<file path="src/rtl/uart_tx.sv">
// UART transmitter: valid/ready byte input, 8N1 or 8-parity-1 frames at a runtime clock divider.
// Define UART_TX_FIFO_EN to place a 4-entry FIFO between the handshake and the shifter.
module uart_tx #(
    parameter int CLOCK_DIVIDER_WIDTH = 16
) (
    input  logic                           clock_i,
    input  logic                           reset_ni,
    input  logic [CLOCK_DIVIDER_WIDTH-1:0] clock_divider_i,
    input  logic                           parity_bit_i,
    input  logic                           parity_even_i,
    input  logic [7:0]                     data_i,
    input  logic                           send_i,
    output logic                           ready_o,
    output logic                           busy_o,
    output logic                           serial_o
);
    localparam logic [CLOCK_DIVIDER_WIDTH-1:0] DIV_ONE = CLOCK_DIVIDER_WIDTH'(1);
    localparam logic [CLOCK_DIVIDER_WIDTH-1:0] DIV_TWO = CLOCK_DIVIDER_WIDTH'(2);

    typedef enum logic [2:0] {
        IDLE,
        START,
        DATA,
        PARITY,
        STOP
    } state_t;

    state_t                         state_reg;
    logic [CLOCK_DIVIDER_WIDTH-1:0] timer_reg;
    logic [CLOCK_DIVIDER_WIDTH-1:0] divider_reg;
    logic [2:0]                     bit_idx_reg;
    logic [7:0]                     shift_data_reg;
    logic                           parity_en_reg;
    logic                           parity_even_reg;
    logic                           serial_reg;

    logic       pending;
    logic [7:0] head_data;
    logic       push;
    logic       pop;
    logic       divider_ok;
    logic       bit_done;

    assign divider_ok = (clock_divider_i >= DIV_TWO);
    assign bit_done   = (timer_reg == '0);
    // A frame starts from IDLE, or straight out of the last stop-bit clock for gapless streaming.
    assign pop  = pending && divider_ok &&
                  ((state_reg == IDLE) || ((state_reg == STOP) && bit_done));
    assign push = send_i && ready_o;

`ifdef UART_TX_FIFO_EN
    logic [7:0] fifo_mem [4];
    logic [1:0] wr_ptr_reg;
    logic [1:0] rd_ptr_reg;
    logic [2:0] count_reg;

    always_ff @(posedge clock_i) begin
        if (push) begin
            fifo_mem[wr_ptr_reg] <= data_i;
        end
    end

    always_ff @(posedge clock_i or negedge reset_ni) begin
        if (!reset_ni) begin
            wr_ptr_reg <= '0;
            rd_ptr_reg <= '0;
            count_reg  <= '0;
        end else begin
            if (push) begin
                wr_ptr_reg <= wr_ptr_reg + 2'd1;
            end
            if (pop) begin
                rd_ptr_reg <= rd_ptr_reg + 2'd1;
            end
            count_reg <= count_reg + 3'(push) - 3'(pop);
        end
    end

    // The shifter's data register captures the head entry on pop, acting as the read register.
    assign head_data = fifo_mem[rd_ptr_reg];
    assign pending   = (count_reg != 3'd0);
    assign ready_o   = (count_reg != 3'd4);
`else
    logic       pending_reg;
    logic [7:0] pending_data_reg;

    always_ff @(posedge clock_i or negedge reset_ni) begin
        if (!reset_ni) begin
            pending_reg      <= 1'b0;
            pending_data_reg <= '0;
        end else if (push) begin
            pending_reg      <= 1'b1;
            pending_data_reg <= data_i;
        end else if (pop) begin
            pending_reg <= 1'b0;
        end
    end

    assign head_data = pending_data_reg;
    assign pending   = pending_reg;
    assign ready_o   = (state_reg == IDLE) && !pending_reg;
`endif

    always_ff @(posedge clock_i or negedge reset_ni) begin
        if (!reset_ni) begin
            state_reg       <= IDLE;
            timer_reg       <= '0;
            divider_reg     <= '0;
            bit_idx_reg     <= '0;
            shift_data_reg  <= '0;
            parity_en_reg   <= 1'b0;
            parity_even_reg <= 1'b0;
            serial_reg      <= 1'b1;
        end else if (pop) begin
            state_reg       <= START;
            shift_data_reg  <= head_data;
            divider_reg     <= clock_divider_i;
            parity_en_reg   <= parity_bit_i;
            parity_even_reg <= parity_even_i;
            timer_reg       <= clock_divider_i - DIV_ONE;
            bit_idx_reg     <= '0;
            serial_reg      <= 1'b0;
        end else begin
            case (state_reg)
                IDLE: begin
                    serial_reg <= 1'b1;
                end
                START: begin
                    if (bit_done) begin
                        state_reg   <= DATA;
                        timer_reg   <= divider_reg - DIV_ONE;
                        bit_idx_reg <= '0;
                        serial_reg  <= shift_data_reg[0];
                    end else begin
                        timer_reg <= timer_reg - DIV_ONE;
                    end
                end
                DATA: begin
                    if (bit_done) begin
                        timer_reg <= divider_reg - DIV_ONE;
                        if (bit_idx_reg == 3'd7) begin
                            if (parity_en_reg) begin
                                state_reg  <= PARITY;
                                serial_reg <= parity_even_reg ? ^shift_data_reg : ~^shift_data_reg;
                            end else begin
                                state_reg  <= STOP;
                                serial_reg <= 1'b1;
                            end
                        end else begin
                            bit_idx_reg <= bit_idx_reg + 3'd1;
                            serial_reg  <= shift_data_reg[bit_idx_reg + 3'd1];
                        end
                    end else begin
                        timer_reg <= timer_reg - DIV_ONE;
                    end
                end
                PARITY: begin
                    if (bit_done) begin
                        state_reg  <= STOP;
                        timer_reg  <= divider_reg - DIV_ONE;
                        serial_reg <= 1'b1;
                    end else begin
                        timer_reg <= timer_reg - DIV_ONE;
                    end
                end
                STOP: begin
                    if (bit_done) begin
                        state_reg  <= IDLE;
                        serial_reg <= 1'b1;
                    end else begin
                        timer_reg <= timer_reg - DIV_ONE;
                    end
                end
                default: begin
                    state_reg  <= IDLE;
                    serial_reg <= 1'b1;
                end
            endcase
        end
    end

    assign busy_o   = (state_reg != IDLE);
    assign serial_o = serial_reg;
endmodule

</file>
<file path="config.mk">
export PLATFORM = sky130hd
export DESIGN_NAME = uart_tx
export DESIGN_NICKNAME = d
export VERILOG_FILES = /design/src/rtl/uart_tx.sv
export SDC_FILE = /design/constraint.sdc
export NUM_CORES = 1
export LEC_CHECK = 0
export ABC_AREA = 1
export ABC_CLOCK_PERIOD_IN_PS = 1900
export CAP_MARGIN = 15
export CORE_MARGIN = 2
export CORE_UTILIZATION = 59
export DETAILED_ROUTE_END_ITERATION = 8
export HOLD_SLACK_MARGIN = 0.08
export PLACE_DENSITY = 0.8
export SETUP_SLACK_MARGIN = 0.2
export SLEW_MARGIN = 10
export SYNTH_ARGS = -nofsm -noshare
export SYNTH_HDL_FRONTEND = slang
export SYNTH_SLANG_ARGS = --single-unit
</file>
<file path="constraint.sdc">
create_clock -name clock_i -period 1.9 [get_ports clock_i]
set_input_delay 0.285 -clock clock_i [delete_from_list [all_inputs] [get_ports clock_i]]
set_output_delay 0.285 -clock clock_i [all_outputs]
set_load 0.01 [all_outputs]
</file>
==> results of run 1 <==
==> worst paths after layout <==
check	endpoint	slack, ps	cells past startpoint
max	timer_reg[2]	80	12
min	state_reg[2]	420	2
max reg2reg	timer_reg[2]	80	12
min reg2reg	divider_reg[1]	520	2
max in group asynchronous	timer_reg[8]	760	3
min in group clock_i	head_data[6]	500	3
==> routing by layer <==
layer	wire length, µm	vias up	share of wire	track usage
met4	259	0	0.022	0.106
met1	5170	2100	0.44	0.447
met2	5540	199	0.47	0.465
met5	0	-	0	0
met3	866	34	0.073	0.0547
li1	-	2212	-	-
==> where the power goes <==
| group | total, µW | switching [µW] | internal (µW) |
|---|---|---|---|
| clock | 1040 | 534 | 507 |
| sequential | 1230 | 0 | 1230 |
| combinational | 191 | 89.9 | 101 |
| total | 2470 | 624 | 1840 |
==> cells by family (layout without fill, tap and decap cells) <==
logic type,after synthesis,after routing,synth area share
simple gates,373,374,0.380
buf+inv,101,205,0.105
compound gates,75,75,0.103
flops,58,58,0.347
xor+xnor,21,21,0.0440
fa+ha+maj,7,7,0.0209
==> per-stage QoR <==
step                      worst slack [ps]  std cells  hold slack (ps)  setup TNS (ps)   util
after global placement                -181        801              250           -3290  0.717
after floorplan                        314        635            -10.6               0      -
after detailed placement              -232        801              254           -4380  0.717
after global routing                  16.3        836              471               0  0.797
after CTS                              108        823              416               0  0.763
final                                 75.9        836              418               0  0.797
==> cells in the final DEF, fill, tap and decap left out, types with 6 or more instances in the layout <==
| cell | Yosys | final |
|---|---|---|
| inv_2 | 3 | 8 |
| nor2_2 | 9 | 11 |
| dfrtp_1 | 57 | 51 |
| nand2_1 | 205 | 196 |
| clkbuf_8 | 0 | 10 |
| nand4_1 | 7 | 7 |
| nand2_2 | 3 | 10 |
| nor2_1 | 72 | 60 |
| nand3_1 | 64 | 61 |
| o21ai_1 | 15 | 19 |
| o21ai_0 | 33 | 29 |
| a21oi_1 | 10 | 8 |
| clkdlybuf4s50_1 | 0 | 27 |
| o21ai_2 | 10 | 10 |
| dfrtp_2 | 0 | 6 |
| inv_1 | 85 | 78 |
| xor2_1 | 18 | 18 |
| buf_4 | 1 | 58 |
| nor2_4 | 2 | 12 |
==> repair_timing <==
item / 4_1_cts / 5_1_grt
endpoints found under the setup margin: 40 / 51
setup buffers: 4 / 10
cloned: 1 / 3
pin swaps: 6 / 17
hold buffers: 1 / 0
gates resized for setup: 27 / 45
endpoints found under the hold margin: 17 / 0
==> worst max-delay path, delay by kind of cell (launching register included) <==
family / cells / cell delay (ps)
fa+ha+maj: 1 / 150
buf+inv: 2 / 220
flops: 1 / 400
simple gates: 9 / 930
==> area by class of cell <==
| class | instances | area, µm² | area share |
|---|---|---|---|
| multi-input cells | 477 | 2470 | 0.453 |
| clock inverters | 6 | 41.3 | 0.00758 |
| clock buffers | 10 | 138 | 0.0253 |
| inverters | 90 | 352 | 0.0646 |
| repair buffers | 99 | 870 | 0.160 |
| well taps | 96 | 120 | 0.0221 |
| flip-flops and latches | 58 | 1460 | 0.268 |
==> summary.md, run 1 <==
| Metric | Value |
|---|---|
| Port bufs | 31 |
| Worst Tran Pin Value | 476 ps |
| Number of global-route vias before repair | 4076 |
| Post-route ant nets | 0 |
| Crit share post-route | 0.960 |
| EDFF count, synth | 0 |
| Layout cells sized above 1 | 0.218 |
| Ant diodes | 0 |
| Max IR drop VDD | 0.415 mV |
| Post-synthesis net count | 671 |
| Fmax | 548 MHz |
| DR vias | 4545 |
| Count leader, synth | nand2_1 |
| DRT Pass-1 Iters | 6 |
| Clock sink count | 58 |
| DRT Wirelength | 11.8 mm |
| Sequential element share of the synthesized area | 0.347 |
| Core area | 6830 µm² |
| CTS tree | yes |
| Largest net degree at the start of global routing | 27 |
| Syn Area/Cell | 6.59 µm² |
| Top_reg_cell synth | dfrtp_1 |
| I/O pins | 32 |
| Endpoints failing setup | 0 |
| Syn-to-layout area delta | 30.2% |
| Status | complete, no violations |
| Synth warnings | 0 |
| Clk_lat worst skew | 350 ps |
| Async set-or-reset flop fraction in the synthesized netlist | 1.00 |
| CTS Buf Count | 9 |
| Filler cells | 464 |
| Initial antenna violation count | 0 |
| Pwr dens | 453 nW/µm² |
| Cell mode on critical path | nor2_1 |
| Mapped Area | 4180 µm² |
| Wire length per cell | 14.2 µm |
| Seq cells post-synth | 58 |
| Synth top area cells | dfrtp_1 34%, nand2_1 18%, nand3_1 7.7% |
| CP peak stage delay | 400 ps |
| Global Route Usage Sum | 0.308 |
| Final instance area | 5450 µm² |
| Die Ht | 88.2 µm |
| Worst Path Max Fanout | 5 |
| Max Cap Viol | 0 |
| Cell Rows | 30 |
| Arrival time worst endpoint | 2060 ps |
| Fin nets | 771 |
| Die ar. | 7780 µm² |
| Worst Clk Skew | 10.5 ps |
| DRC violations left | 0 |
| Hold crit path type | primary input to async pin |
| Crit path kind | register to register |
| Reg2reg start | timer_reg[1] |
| GR Overflow Total | 0 |
| Initial core utilization | 0.612 |
| Post-synth top area share | 0.341 |
| Hpwl dp | 8.26 mm |
| Slew Viols, Final | 0 |
| Htree depth | 3 |
| Top cell type by total area after synthesis | dfrtp_1 |
| Total power | 2470 µW |
| Required @ worst endpoint | 2130 ps |
| Routed vias/inst | 5.44 |
| Minimum clock period | 1820 ps |
| Worst Setup SP | timer_reg[1] |
| Clk slew on worst S/H paths | 80 ps |
| Commonest cells post-synth | 205 x nand2_1, 85 x inv_1, 72 x nor2_1, 64 x nand3_1, 57 x dfrtp_1 |
| Slowest CP cell | dfrtp_1 |
| CP Launch Type | register |
| Placed Area | 4900 µm² |
| Global-route wire length before repair | 18.5 mm |
| Kind of end point of the critical path | register |
| Slew headroom | 0.683 |
| Crit path cell chain | inv_2, ha_4, nand2_1, nor2_1, nand3_2, nand2_2, nand2_4, nand2_4, buf_6, nand2_1, nor2_1, nor2_1 |
| Cell variety after synth | 32 |
| Pleak | 0.00270 µW |
| Count of final hold-check violations | 0 |
| Initial DRC Count | 372 |
| Post-Syn Instances | 635 |
| CTS root buf | clkbuf_8 |
| Die width | 88.2 µm |
| RePlAce Congestion | 0.927 |
| CTS max path bufs | 2 |
| RSZ-0062 raised after global routing | true |
Note: power is estimated with default switching activity, not from simulation.
==> run 2, diff against run 1 <==
--- a/config.mk
+++ b/config.mk
@@ -7,7 +7,6 @@
 export LEC_CHECK = 0
 export ABC_AREA = 1
 export ABC_CLOCK_PERIOD_IN_PS = 1900
-export CAP_MARGIN = 15
 export CORE_MARGIN = 2
 export CORE_UTILIZATION = 59
 export DETAILED_ROUTE_END_ITERATION = 8
==> results of run 2 <==
The final DEF is identical to that of run 1; final timing and power are the same.
==> run 3, diff against run 2 <==
--- a/config.mk
+++ b/config.mk
@@ -8,10 +8,9 @@
 export ABC_AREA = 1
 export ABC_CLOCK_PERIOD_IN_PS = 1900
 export CORE_MARGIN = 2
-export CORE_UTILIZATION = 59
+export CORE_UTILIZATION = 29
 export DETAILED_ROUTE_END_ITERATION = 8
 export HOLD_SLACK_MARGIN = 0.08
-export PLACE_DENSITY = 0.8
 export SETUP_SLACK_MARGIN = 0.2
 export SLEW_MARGIN = 10
 export SYNTH_ARGS = -nofsm -noshare
==> run 3 against run 2 <==
Against the previous run: clock skew decreased by 3.6 ps; fmax increased by 5.5%; combinational power increased by 4%; die area increased by 98%; largest cell class unchanged.
==> summary.md, run 3 (synthesized netlist as in run 1, its figures left out) <==
| Metric | Value |
|---|---|
| Reg area | 1460 µm² (-0.26%) |
| Area occupied by multi-input gates | 2450 µm² (-0.66%) |
| CP Launch Type | register |
| Number of global-route vias before repair | 3938 (-3.4%) |
| DRC violations left | 0 (unchanged) |
| Commonest non-fill, non-tap cells in the layout | 198 x nand2_1, 77 x inv_1, 67 x buf_4 |
| Largest net degree at the start of global routing | 59 (+120%) |
| Global-route wire length before repair | 18.9 mm (+1.9%) |
| Hold crit path type | primary input to async pin |
| Minimum clock period | 1730 ps (-94.8 ps) |
| Buf+Inv Stages, Crit Path | 2 (unchanged) |
| Post-route ant nets | 0 (unchanged) |
| Global Route Usage Sum | 0.157 (-0.151) |
| Filler cells | 1455 (+210%) |
| Clock sink count | 58 (unchanged) |
| Initial core utilization | 0.299 (-0.313) |
| Layout cells sized above 1 | 0.228 (+0.0102) |
| Port bufs | 31 (unchanged) |
| FF-to-FF path depth | 10 (-2) |
| Crit path cell chain | inv_2, ha_4, nand2_1, nor2_2, nand3_2, nand2_2, nand2_4, inv_4, o21ai_0, o211ai_1 |
| Crit path kind | register to register |
| Cell Rows | 43 (+43%) |
| Syn-to-layout area delta | 39.9% |
| Status | complete, no violations |
| Reg2reg start | timer_reg[1] |
| GR Overflow Total | 0 (unchanged) |
| Worst Clk Skew | 6.92 ps (-3.56 ps) |
| Reg2Reg Capture Point | timer_reg[6] |
| Hpwl dp | 8.56 mm (+3.6%) |
| I/O pins | 32 (unchanged) |
| CTS max path bufs | 2 (unchanged) |
| Most common cell after layout, fill and taps aside | nand2_1 |
| Clk slew on worst S/H paths | 60 ps (-20 ps) |
| Max Cap Viol | 0 (unchanged) |
| Fin nets | 786 (+1.9%) |
| Initial antenna violation count | 0 (unchanged) |
| Final instance area | 5850 µm² (+7.4%) |
| Core area | 14000 µm² (+100%) |
| Htree depth | 3 (unchanged) |
| Count of final hold-check violations | 0 (unchanged) |
| Worst reg-to-reg setup slack | 170 ps (+90 ps) |
| Initial DRC Count | 192 (-48%) |
| Die width | 124 µm (+41%) |
| Die ar. | 15400 µm² (+98%) |
| Fmax | 578 MHz (+5.5%) |
| DRT Wirelength | 11.4 mm (-3.9%) |
| Pwr dens | 527 nW/µm² (+16%) |
| CP peak stage delay | 390 ps (about the same) |
| Slew headroom | 0.748 (+0.0655) |
| CTS tree | yes |
| CTS Buf Count | 9 (unchanged) |
| Max IR drop VDD | 0.388 mV (-6.3%) |
| Worst Path Max Fanout | 20 (+15) |
| Setup tns final | 0 ps (unchanged) |
| Top Family by Delay on Critical Path | simple AND/OR/NAND/NOR gates |
| Wire length per cell | 12.2 µm (-14%) |
| Slowest CP cell | dfrtp_1 |
| RSZ-0062 raised after global routing | true |
| Pleak | 0.00287 µW (+6.5%) |
| Routed vias/inst | 4.50 (-17%) |
| RePlAce Congestion | 0.833 (-10%) |
| Kind of end point of the critical path | register |
| Placed Area | 5180 µm² (+5.8%) |
| Clk_lat worst skew | 340 ps (about the same) |
| Slew Viols, Final | 0 (unchanged) |
| CTS root buf | clkbuf_16 |
| DR vias | 4209 (-7.4%) |
| Required @ worst endpoint | 2150 ps (+20 ps) |
| Endpoints failing setup | 0 (unchanged) |
| Worst Tran Pin Value | 374 ps (-102 ps) |
| Die Ht | 124 µm (+41%) |
| Arrival time worst endpoint | 1980 ps (-80 ps) |
| DRT Pass-1 Iters | 5 (-1) |
| Crit share post-route | 0.910 (-0.0499) |
| Ant diodes | 0 (unchanged) |
## run 3: cell count changes in the layout (fill, tap and decap cells not counted), moves of 3 or more
| cell | previous run | this run |
|---|---|---|
| clkbuf_8 | 10 | 0 |
| buf_4 | 58 | 67 |
| clkbuf_16 | 1 | 10 |
| buf_12 | 2 | 8 |
| dfrtp_1 | 51 | 54 |
| dfrtp_2 | 6 | 3 |
## run 3: final cells by class
class,instances,area share
Sequential cell,58,0.249
Inverter,90,0.0603
Tap cell,180,0.0385
Timing Repair Buffer,114,0.182
Multi-Input combinational cell,477,0.419
Clock inverter,7,0.0135
Clock buffer,9,0.0385
## run 3: how the worst max path moves through the flow
stage	start	slack (ps)	end	cells after the start
floorplan	timer_reg[0]	310	timer_reg[2]	12
global placement	clock_divider_i[1]	-250	timer_reg[4]	11
detailed placement	clock_divider_i[1]	-310	timer_reg[6]	10
CTS	timer_reg[1]	150	timer_reg[5]	11
global route	timer_reg[1]	60	timer_reg[15]	12
finish	timer_reg[1]	170	timer_reg[6]	10
## run 3: per-layer routing
metal / share of wire / wire [µm] / vias to the layer above / GRT usage
li1: - / - / 2241 / -
met1: 0.50 / 5640 / 1891 / 0.220
met2: 0.46 / 5270 / 66 / 0.248
met3: 0.026 / 300 / 11 / 0.0197
met4: 0.013 / 153 / 0 / 0.0555
met5: 0 / 0 / - / 0
## run 3: timing repair
item	in CTS	in global routing
buffers inserted	10	9
endpoints found under the setup margin	57	56
pin swaps	15	14
hold buffers	1	0
gates cloned	1	1
gates resized for setup	47	25
hold endpoints to repair	57	0
## run 3: report_power, final
part	total, µW	internal [µW]	switching [µW]
Combinational	198	106	91.9
Clock	1650	1020	630
Sequential	1240	1240	0
## run 3: worst reg2reg max path, delay by kind of cell, from the launching register on
kind	cells	cell delay (ps)
AOI/OAI and AO/OA	2	300
adders and majority gates	1	150
buffers and inverters	2	300
DFF	1	390
and+or+nand+nor	5	510
## run 3: per-stage QoR
step / worst slack [ps] / hold WS (ps) / total power, µW / util / std cells
finish: 171 / 486 / 3090 / 0.418 / 935
global route: 62.9 / 514 / 3190 / 0.418 / 935
CTS: 147 / 496 / 3110 / 0.408 / 925
detailed placement: -306 / 320 / 1460 / 0.370 / 897
global placement: -248 / 318 / 1460 / 0.370 / 897
floorplan: 314 / -10.6 / 1300 / - / 635
